`config.mk`:
```
export PLATFORM = sky130hd
export DESIGN_NAME = regfile_hilo_flat
export DESIGN_NICKNAME = d
export VERILOG_FILES = /design/src/rtl/regfile_hilo_pkg.sv /design/src/rtl/regfile_hilo_if.sv /design/src/rtl/regfile_hilo_hilo_reg.sv /design/src/rtl/regfile_hilo.sv /design/src/flat_wrapper.sv
export SDC_FILE = /design/constraint.sdc
export NUM_CORES = 1
export LEC_CHECK = 0
export CORE_AREA = 2 2 436 330
export CTS_CLUSTER_SIZE = 10
export DETAILED_ROUTE_END_ITERATION = 6
export DIE_AREA = 0 0 438 332
export SETUP_SLACK_MARGIN = 0.3
export SYNTH_ARGS = -nofsm -noshare
export SYNTH_HDL_FRONTEND = slang
export SYNTH_SLANG_ARGS = --single-unit
```
`constraint.sdc`:
```
create_clock -name clk -period 6.44 [get_ports clk]
set_clock_uncertainty 0.15 [all_clocks]
set_input_delay 1.61 -clock clk [delete_from_list [all_inputs] [get_ports clk]]
set_output_delay 1.61 -clock clk [all_outputs]
set_load 0.01 [all_outputs]
```
`src/rtl/regfile_hilo_pkg.sv`:
```
// Shared types and bus layout for the regfile_hilo block.
// The write-back bus layout below is the single source of truth for the
// WB -> register-file bus.
package regfile_hilo_pkg;

    // Write-back bus width and field positions.
    localparam int WB_TO_RF_WD    = 104;
    localparam int RF_LO_WE       = 103;
    localparam int RF_LO_WDATA_HI = 102;
    localparam int RF_LO_WDATA_LO = 71;
    localparam int RF_HI_WE       = 70;
    localparam int RF_HI_WDATA_HI = 69;
    localparam int RF_HI_WDATA_LO = 38;
    localparam int RF_WE          = 37;
    localparam int RF_WADDR_HI    = 36;
    localparam int RF_WADDR_LO    = 32;
    localparam int RF_WDATA_HI    = 31;
    localparam int RF_WDATA_LO    = 0;

    // Register-file controller states.
    typedef enum logic {
        ST_INIT = 1'b0,
        ST_RUN  = 1'b1
    } rf_state_t;

    // Decoded view of the write-back bus.
    typedef struct packed {
        logic        lo_we;
        logic [31:0] lo_wdata;
        logic        hi_we;
        logic [31:0] hi_wdata;
        logic        rf_we;
        logic [4:0]  rf_waddr;
        logic [31:0] rf_wdata;
    } wb_to_rf_t;

    // Split the flat bus into named fields using the declared bit positions.
    function automatic wb_to_rf_t unpack_wb(input logic [WB_TO_RF_WD-1:0] bus);
        wb_to_rf_t f;
        f.lo_we    = bus[RF_LO_WE];
        f.lo_wdata = bus[RF_LO_WDATA_HI:RF_LO_WDATA_LO];
        f.hi_we    = bus[RF_HI_WE];
        f.hi_wdata = bus[RF_HI_WDATA_HI:RF_HI_WDATA_LO];
        f.rf_we    = bus[RF_WE];
        f.rf_waddr = bus[RF_WADDR_HI:RF_WADDR_LO];
        f.rf_wdata = bus[RF_WDATA_HI:RF_WDATA_LO];
        return f;
    endfunction

endpackage

```
`src/rtl/regfile_hilo_if.sv`:
```
// Bus bundle between the pipeline (WB producer / ID consumer) and the
// register file. The master side is the pipeline, the slave side is the
// register file.
interface regfile_hilo_if;
    import regfile_hilo_pkg::*;

    logic [WB_TO_RF_WD-1:0] wb_to_rf_bus;
    logic [4:0]             raddr1;
    logic [31:0]            rdata1;
    logic [4:0]             raddr2;
    logic [31:0]            rdata2;
    logic [31:0]            hi_rdata;
    logic [31:0]            lo_rdata;
    logic                   init_busy;

    modport master (
        output wb_to_rf_bus,
        output raddr1,
        output raddr2,
        input  rdata1,
        input  rdata2,
        input  hi_rdata,
        input  lo_rdata,
        input  init_busy
    );

    modport slave (
        input  wb_to_rf_bus,
        input  raddr1,
        input  raddr2,
        output rdata1,
        output rdata2,
        output hi_rdata,
        output lo_rdata,
        output init_busy
    );

endinterface

```
`src/rtl/regfile_hilo_hilo_reg.sv`:
```
// hilo_reg: HI/LO register pair with synchronous active-high reset and
// independent write enables, so a MULT/DIV result can update both at once.
// Optional same-cycle write-through when RF_WB_BYPASS_EN is defined; the
// byp_en input suppresses it while the register file is still clearing.
module hilo_reg #(
    parameter int DW = 32
) (
    input  logic          clk,
    input  logic          rst,
`ifdef RF_WB_BYPASS_EN
    input  logic          byp_en,
`endif
    input  logic          hi_we,
    input  logic [DW-1:0] hi_wdata,
    input  logic          lo_we,
    input  logic [DW-1:0] lo_wdata,
    output logic [DW-1:0] hi_rdata,
    output logic [DW-1:0] lo_rdata
);

    logic [DW-1:0] hi_q;
    logic [DW-1:0] lo_q;

    // HI/LO storage: cleared by reset, each half written by its own enable.
    // NOTE: state registers use non-blocking assignments so every flop samples
    // pre-edge values regardless of block ordering.
    always_ff @(posedge clk) begin
        if (rst) begin
            hi_q <= '0;
            lo_q <= '0;
        end else begin
            if (hi_we) hi_q <= hi_wdata;
            if (lo_we) lo_q <= lo_wdata;
        end
    end

`ifdef RF_WB_BYPASS_EN
    // Read path with write-through of the value being written this cycle.
    // NOTE: every output of a combinational block gets a default first so no
    // path through it can leave a value held, which would infer a latch.
    always_comb begin
        hi_rdata = hi_q;
        lo_rdata = lo_q;
        if (byp_en && hi_we) hi_rdata = hi_wdata;
        if (byp_en && lo_we) lo_rdata = lo_wdata;
    end
`else
    // Read path returns stored values only.
    always_comb begin
        hi_rdata = hi_q;
        lo_rdata = lo_q;
    end
`endif

endmodule

```
`src/rtl/regfile_hilo.sv`:
```
// regfile_hilo: MIPS32 architectural GPR file plus HI/LO pair.
// After reset a 32-cycle sweep writes zero into every GPR so the array
// itself needs no reset and can map onto LUTRAM/BRAM; init_busy is high
// for the whole sweep and stalls fetch/decode.
// Optional feature macro: RF_WB_BYPASS_EN (same-cycle WB write-through on
// the GPR and HI/LO read ports, inactive during the sweep).
module regfile_hilo
    import regfile_hilo_pkg::*;
#(
    parameter int NREG = 32,
    parameter int DW   = 32
) (
    input  logic               clk,
    input  logic               rst,
    regfile_hilo_if.slave      rf
);

    localparam logic [4:0] LAST_REG = 5'(NREG - 1);

    wb_to_rf_t     wb;
    rf_state_t     state;
    logic [4:0]    clr_cnt;
    logic          init_busy_q;
    logic [DW-1:0] gpr [NREG];
    logic [DW-1:0] rdata1;
    logic [DW-1:0] rdata2;
    logic          run;
    logic          gpr_wr;

    assign wb     = unpack_wb(rf.wb_to_rf_bus);
    assign run    = (state == ST_RUN);
    assign gpr_wr = run && wb.rf_we && (wb.rf_waddr != 5'd0);

    // Sweep controller: INIT walks clr_cnt over every entry, then parks in RUN
    // with clr_cnt frozen at the last index; init_busy is registered here.
    always_ff @(posedge clk) begin
        if (rst) begin
            state       <= ST_INIT;
            clr_cnt     <= 5'd0;
            init_busy_q <= 1'b1;
        end else begin
            case (state)
                ST_INIT: begin
                    if (clr_cnt == LAST_REG) begin
                        state       <= ST_RUN;
                        init_busy_q <= 1'b0;
                    end else begin
                        clr_cnt <= clr_cnt + 5'd1;
                    end
                end
                ST_RUN: begin
                    state <= ST_RUN;
                end
                default: begin
                    state       <= ST_INIT;
                    clr_cnt     <= 5'd0;
                    init_busy_q <= 1'b1;
                end
            endcase
        end
    end

    // GPR write port: the sweep owns the port in INIT, WB writes own it in RUN.
    // NOTE: the array is deliberately not reset; the sweep clears it instead so
    // synthesis can still infer distributed/block RAM.
    always_ff @(posedge clk) begin
        if (state == ST_INIT) begin
            gpr[clr_cnt] <= '0;
        end else if (gpr_wr) begin
            gpr[wb.rf_waddr] <= wb.rf_wdata;
        end
    end

    // Asynchronous read ports; $0 and the sweep both read as zero.
    always_comb begin
        rdata1 = '0;
        rdata2 = '0;
        if (run) begin
            if (rf.raddr1 != 5'd0) rdata1 = gpr[rf.raddr1];
            if (rf.raddr2 != 5'd0) rdata2 = gpr[rf.raddr2];
`ifdef RF_WB_BYPASS_EN
            if (gpr_wr && (rf.raddr1 == wb.rf_waddr)) rdata1 = wb.rf_wdata;
            if (gpr_wr && (rf.raddr2 == wb.rf_waddr)) rdata2 = wb.rf_wdata;
`endif
        end
    end

    assign rf.rdata1    = rdata1;
    assign rf.rdata2    = rdata2;
    assign rf.init_busy = init_busy_q;

    hilo_reg #(
        .DW(DW)
    ) u_hilo (
        .clk      (clk),
        .rst      (rst),
`ifdef RF_WB_BYPASS_EN
        .byp_en   (run),
`endif
        .hi_we    (wb.hi_we),
        .hi_wdata (wb.hi_wdata),
        .lo_we    (wb.lo_we),
        .lo_wdata (wb.lo_wdata),
        .hi_rdata (rf.hi_rdata),
        .lo_rdata (rf.lo_rdata)
    );

endmodule
```
`src/flat_wrapper.sv`:
```
// flat-port wrapper written by rule: the top's interface ports become plain ports
module regfile_hilo_flat import regfile_hilo_pkg::*;
#(
    parameter int NREG = 32,
    parameter int DW   = 32
)
  (clk, rst, rf_wb_to_rf_bus, rf_raddr1, rf_raddr2, rf_rdata1, rf_rdata2, rf_hi_rdata, rf_lo_rdata, rf_init_busy);
  regfile_hilo_if rf_i ();
  input  logic clk;
  input  logic rst;
  input wire logic [$bits(rf_i.wb_to_rf_bus)-1:0] rf_wb_to_rf_bus;
  input wire logic [$bits(rf_i.raddr1)-1:0] rf_raddr1;
  input wire logic [$bits(rf_i.raddr2)-1:0] rf_raddr2;
  output wire logic [$bits(rf_i.rdata1)-1:0] rf_rdata1;
  output wire logic [$bits(rf_i.rdata2)-1:0] rf_rdata2;
  output wire logic [$bits(rf_i.hi_rdata)-1:0] rf_hi_rdata;
  output wire logic [$bits(rf_i.lo_rdata)-1:0] rf_lo_rdata;
  output wire logic [$bits(rf_i.init_busy)-1:0] rf_init_busy;
  assign rf_i.wb_to_rf_bus = rf_wb_to_rf_bus;
  assign rf_i.raddr1 = rf_raddr1;
  assign rf_i.raddr2 = rf_raddr2;
  assign rf_rdata1 = rf_i.rdata1;
  assign rf_rdata2 = rf_i.rdata2;
  assign rf_hi_rdata = rf_i.hi_rdata;
  assign rf_lo_rdata = rf_i.lo_rdata;
  assign rf_init_busy = rf_i.init_busy;
  regfile_hilo #(.NREG(NREG), .DW(DW)) u_core (.clk(clk), .rst(rst), .rf(rf_i));
endmodule
```
==> flow_summary.ini <==
[outcome]
status = completed

[cells_and_area]
final_common_cell = edfxtp_1
drive_gt1_share_pct = 18.5
area_delta_synth_final_pct = 19.2
post-route-util_pct = 41.5
final_cell_mix = 992 x edfxtp_1, 641 x mux2i_1, 234 x clkdlybuf4s50_1
fin_nets = 3474
design_area_um2 = 58600

[cts]
numCtsBuffers = 130
clockBufferDepth = 3
root_buffer = clkbuf_16
clkLatencyLatePin_ns = 0.75
path_clk_slew_ns = 0.06
postCtsSetupRepairBufs = 0
htreeDepth = 4
clock_sink_count = 1063
cts_tree = done
cts_hold_repair.buffers = 0

[routing]
post-route-drc-count = 0
ant_nets = 0
dr.pass1.iters = 6
totalWireLength_um = 160000
detail_route.wl_per_cell_um = 30.3
drt-initial-drc-count = 3865
via_per_inst = 5.96
vias = 31600

[synth]
synth_edf_count = 992
ys_ff_latch = 1063
netlist_instances = 3075
yosys_warnings = 0
ys_types = 45
yosys_most_used_dff = edfxtp_1
synth.yosys.seq_area_share_pct = 63.5
ys_async_sr_fraction_pct = 0
synth_top_cell_area_share_pct = 60.6
synth.avg_cell_area_um2 = 16.0
yosys.area.top_type = edfxtp_1
synth_fp_nets = 3193
synth_area_leaders = edfxtp_1 61%, mux2i_1 13%, mux4_2 8.8%, a22oi_1 2.9%, dfxtp_1 2.9%
synthesis.area_um2 = 49200

[critical_path]
required_ns = 4.68
end_kind = output pin
crit_path_start_kind = input port
arrival_ns = 4.40
critPathKind = input port to output pin
crit_fanout = 32

[floorplan]
start_util_pct = 34.8
num_rows = 120
pin_count = 245
design.core.area_um2 = 141000
die_y_um = 332
die_x_um = 438
die_area_um2 = 145000

[min_path]
min_path_type = flop to flop

[placed_design]
finalWeightedCongestion = 0.826
placed_area_um2 = 54900
hpwl_um = 97200
portBuffers = 244

[flow_run]
maxCapViolations = 0

[grt]
antenna_found_initial = 3
grt_start_max_net_pins = 72
first_global_vias = 30900
grt.overflow.total = 0
grt_usage_pct = 21.5
grt_first_pass_wirelength_um = 226000

[sta]
slew_violations = 0
max_clock_freq_mhz = 162
setup_tns_ns = 0
relSlewSlack_pct = 13.5
hold_viol_final = 0
rsz0062_at_grt = no
min_period_ns = 6.16
worst_pin_slew_ns = 1.30
period_share_pct = 95.6
setup_violations = 0

[power]
p_leak_uw = 0.0193
ir_drop_mv = 0.243
powerDensity_nw_per_um2 = 260
critical path: stages:
cell,delay [ns]
clkdlybuf4s50_1,0.63
buf_4,0.26
nor2_4,0.10
buf_12,0.30
a221oi_2,0.10
a22oi_1,0.36
nand4_1,0.38
clkdlybuf4s50_1,0.63
layer usage:
| metal | part of all wire [%] | GRT usage [%] | vias up |
|---|---|---|---|
| met5 | 0 | 0 | - |
| met4 | 3.3 | 7.64 | 0 |
| met3 | 8.7 | 3.92 | 265 |
| met2 | 46 | 33.6 | 1632 |
| met1 | 42 | 30.1 | 16500 |
| li1 | - | - | 13200 |
synth_stat cells (3+ instances only):
| master | n |
|---|---|
| and3_1 | 3 |
| dfxtp_1 | 71 |
| a31oi_1 | 5 |
| mux4_2 | 192 |
| clkbuf_1 | 94 |
| nor3_1 | 14 |
| o21ai_0 | 66 |
| or3b_1 | 6 |
| a21oi_1 | 3 |
| mux2i_1 | 641 |
| edfxtp_1 | 992 |
| buf_6 | 11 |
| a221oi_2 | 60 |
| nand4_1 | 66 |
| nor2b_1 | 4 |
| nor2_1 | 104 |
| nand3b_1 | 4 |
| and2_1 | 34 |
| buf_4 | 35 |
| o22ai_1 | 193 |
| a221oi_1 | 4 |
| a22oi_1 | 193 |
| nand2_1 | 137 |
| inv_1 | 5 |
| buf_2 | 109 |
| a32oi_1 | 3 |
metrics by stage:
stage	cells	setup WS, ns	power, uW	hold slack, ns
final	5298	0.284	15200	0.306
after detailed placement	5115	0.202	8690	0.294
after CTS	5297	0.316	15300	0.310
after global routing	5298	0.275	15600	0.331
after global placement	5115	0.239	8680	0.289
after floorplan	3075	1.18	8290	0.347
final timing paths:
check	slack (ns)	cells after the start	end	startpoint
hold / removal	0.31	1	u_core.rf.init_busy$_SDFFE_PP1P_	u_core.rf.init_busy$_SDFFE_PP1P_
hold reg to reg	0.31	1	u_core.rf.init_busy$_SDFFE_PP1P_	u_core.rf.init_busy$_SDFFE_PP1P_
setup / recovery	0.28	8	rf_rdata2[18]	rf_raddr2[3]
setup reg to reg	2.71	5	u_core.gpr[5][23]$_DFFE_PP_	u_core.run$_SDFF_PP0_
logic make-up after synthesis:
| group | Yosys count | share of synthesized area, % |
|---|---|---|
| AO/OA/AOI/OAI | 533 | 8.21 |
| XOR/XNOR | 3 | 0.0534 |
| adder cells (fa/ha/maj) | 2 | 0.0509 |
| buffers and inverters | 255 | 2.66 |
| flip-flops | 1063 | 63.5 |
| multiplexers | 833 | 21.8 |
| AND/OR/NAND/NOR | 386 | 3.73 |
sequential cells by signal, summed over array words and instances (netlist names):
register,count
u_core.gpr,992
u_core.u_hilo.hi_rdata,32
u_core.u_hilo.lo_rdata,32
u_core.clr_cnt,5
u_core.rf.init_busy,1
u_core.run,1
where the power goes:
group	switching (uW)	internal, uW	leakage, uW	total, uW
Clock	2850	3810	0.00183	6660
Sequential	37.0	7520	0.00867	7560
Combinational	554	440	0.00880	994
Total	3440	11800	0.0193	15200
area by class of cell:
cell class	instances	area [um^2]
diodes	1	2.50
fillers	12700	82800
clock buffers	154	3430
clock inverters	28	334
flip-flops and latches	1063	31200
multi-input cells	1757	17000
well taps	1891	2370
repair buffers	398	4280
inverters	6	22.5
repair_timing:
item                                    in CTS  in global routing
pin swaps                                    0                  1
endpoints found under the setup margin       6                  1
gates resized for setup                      4                  1
gates cloned                                 0                  0
No activity file was read; power rests on OpenSTA's default activity.
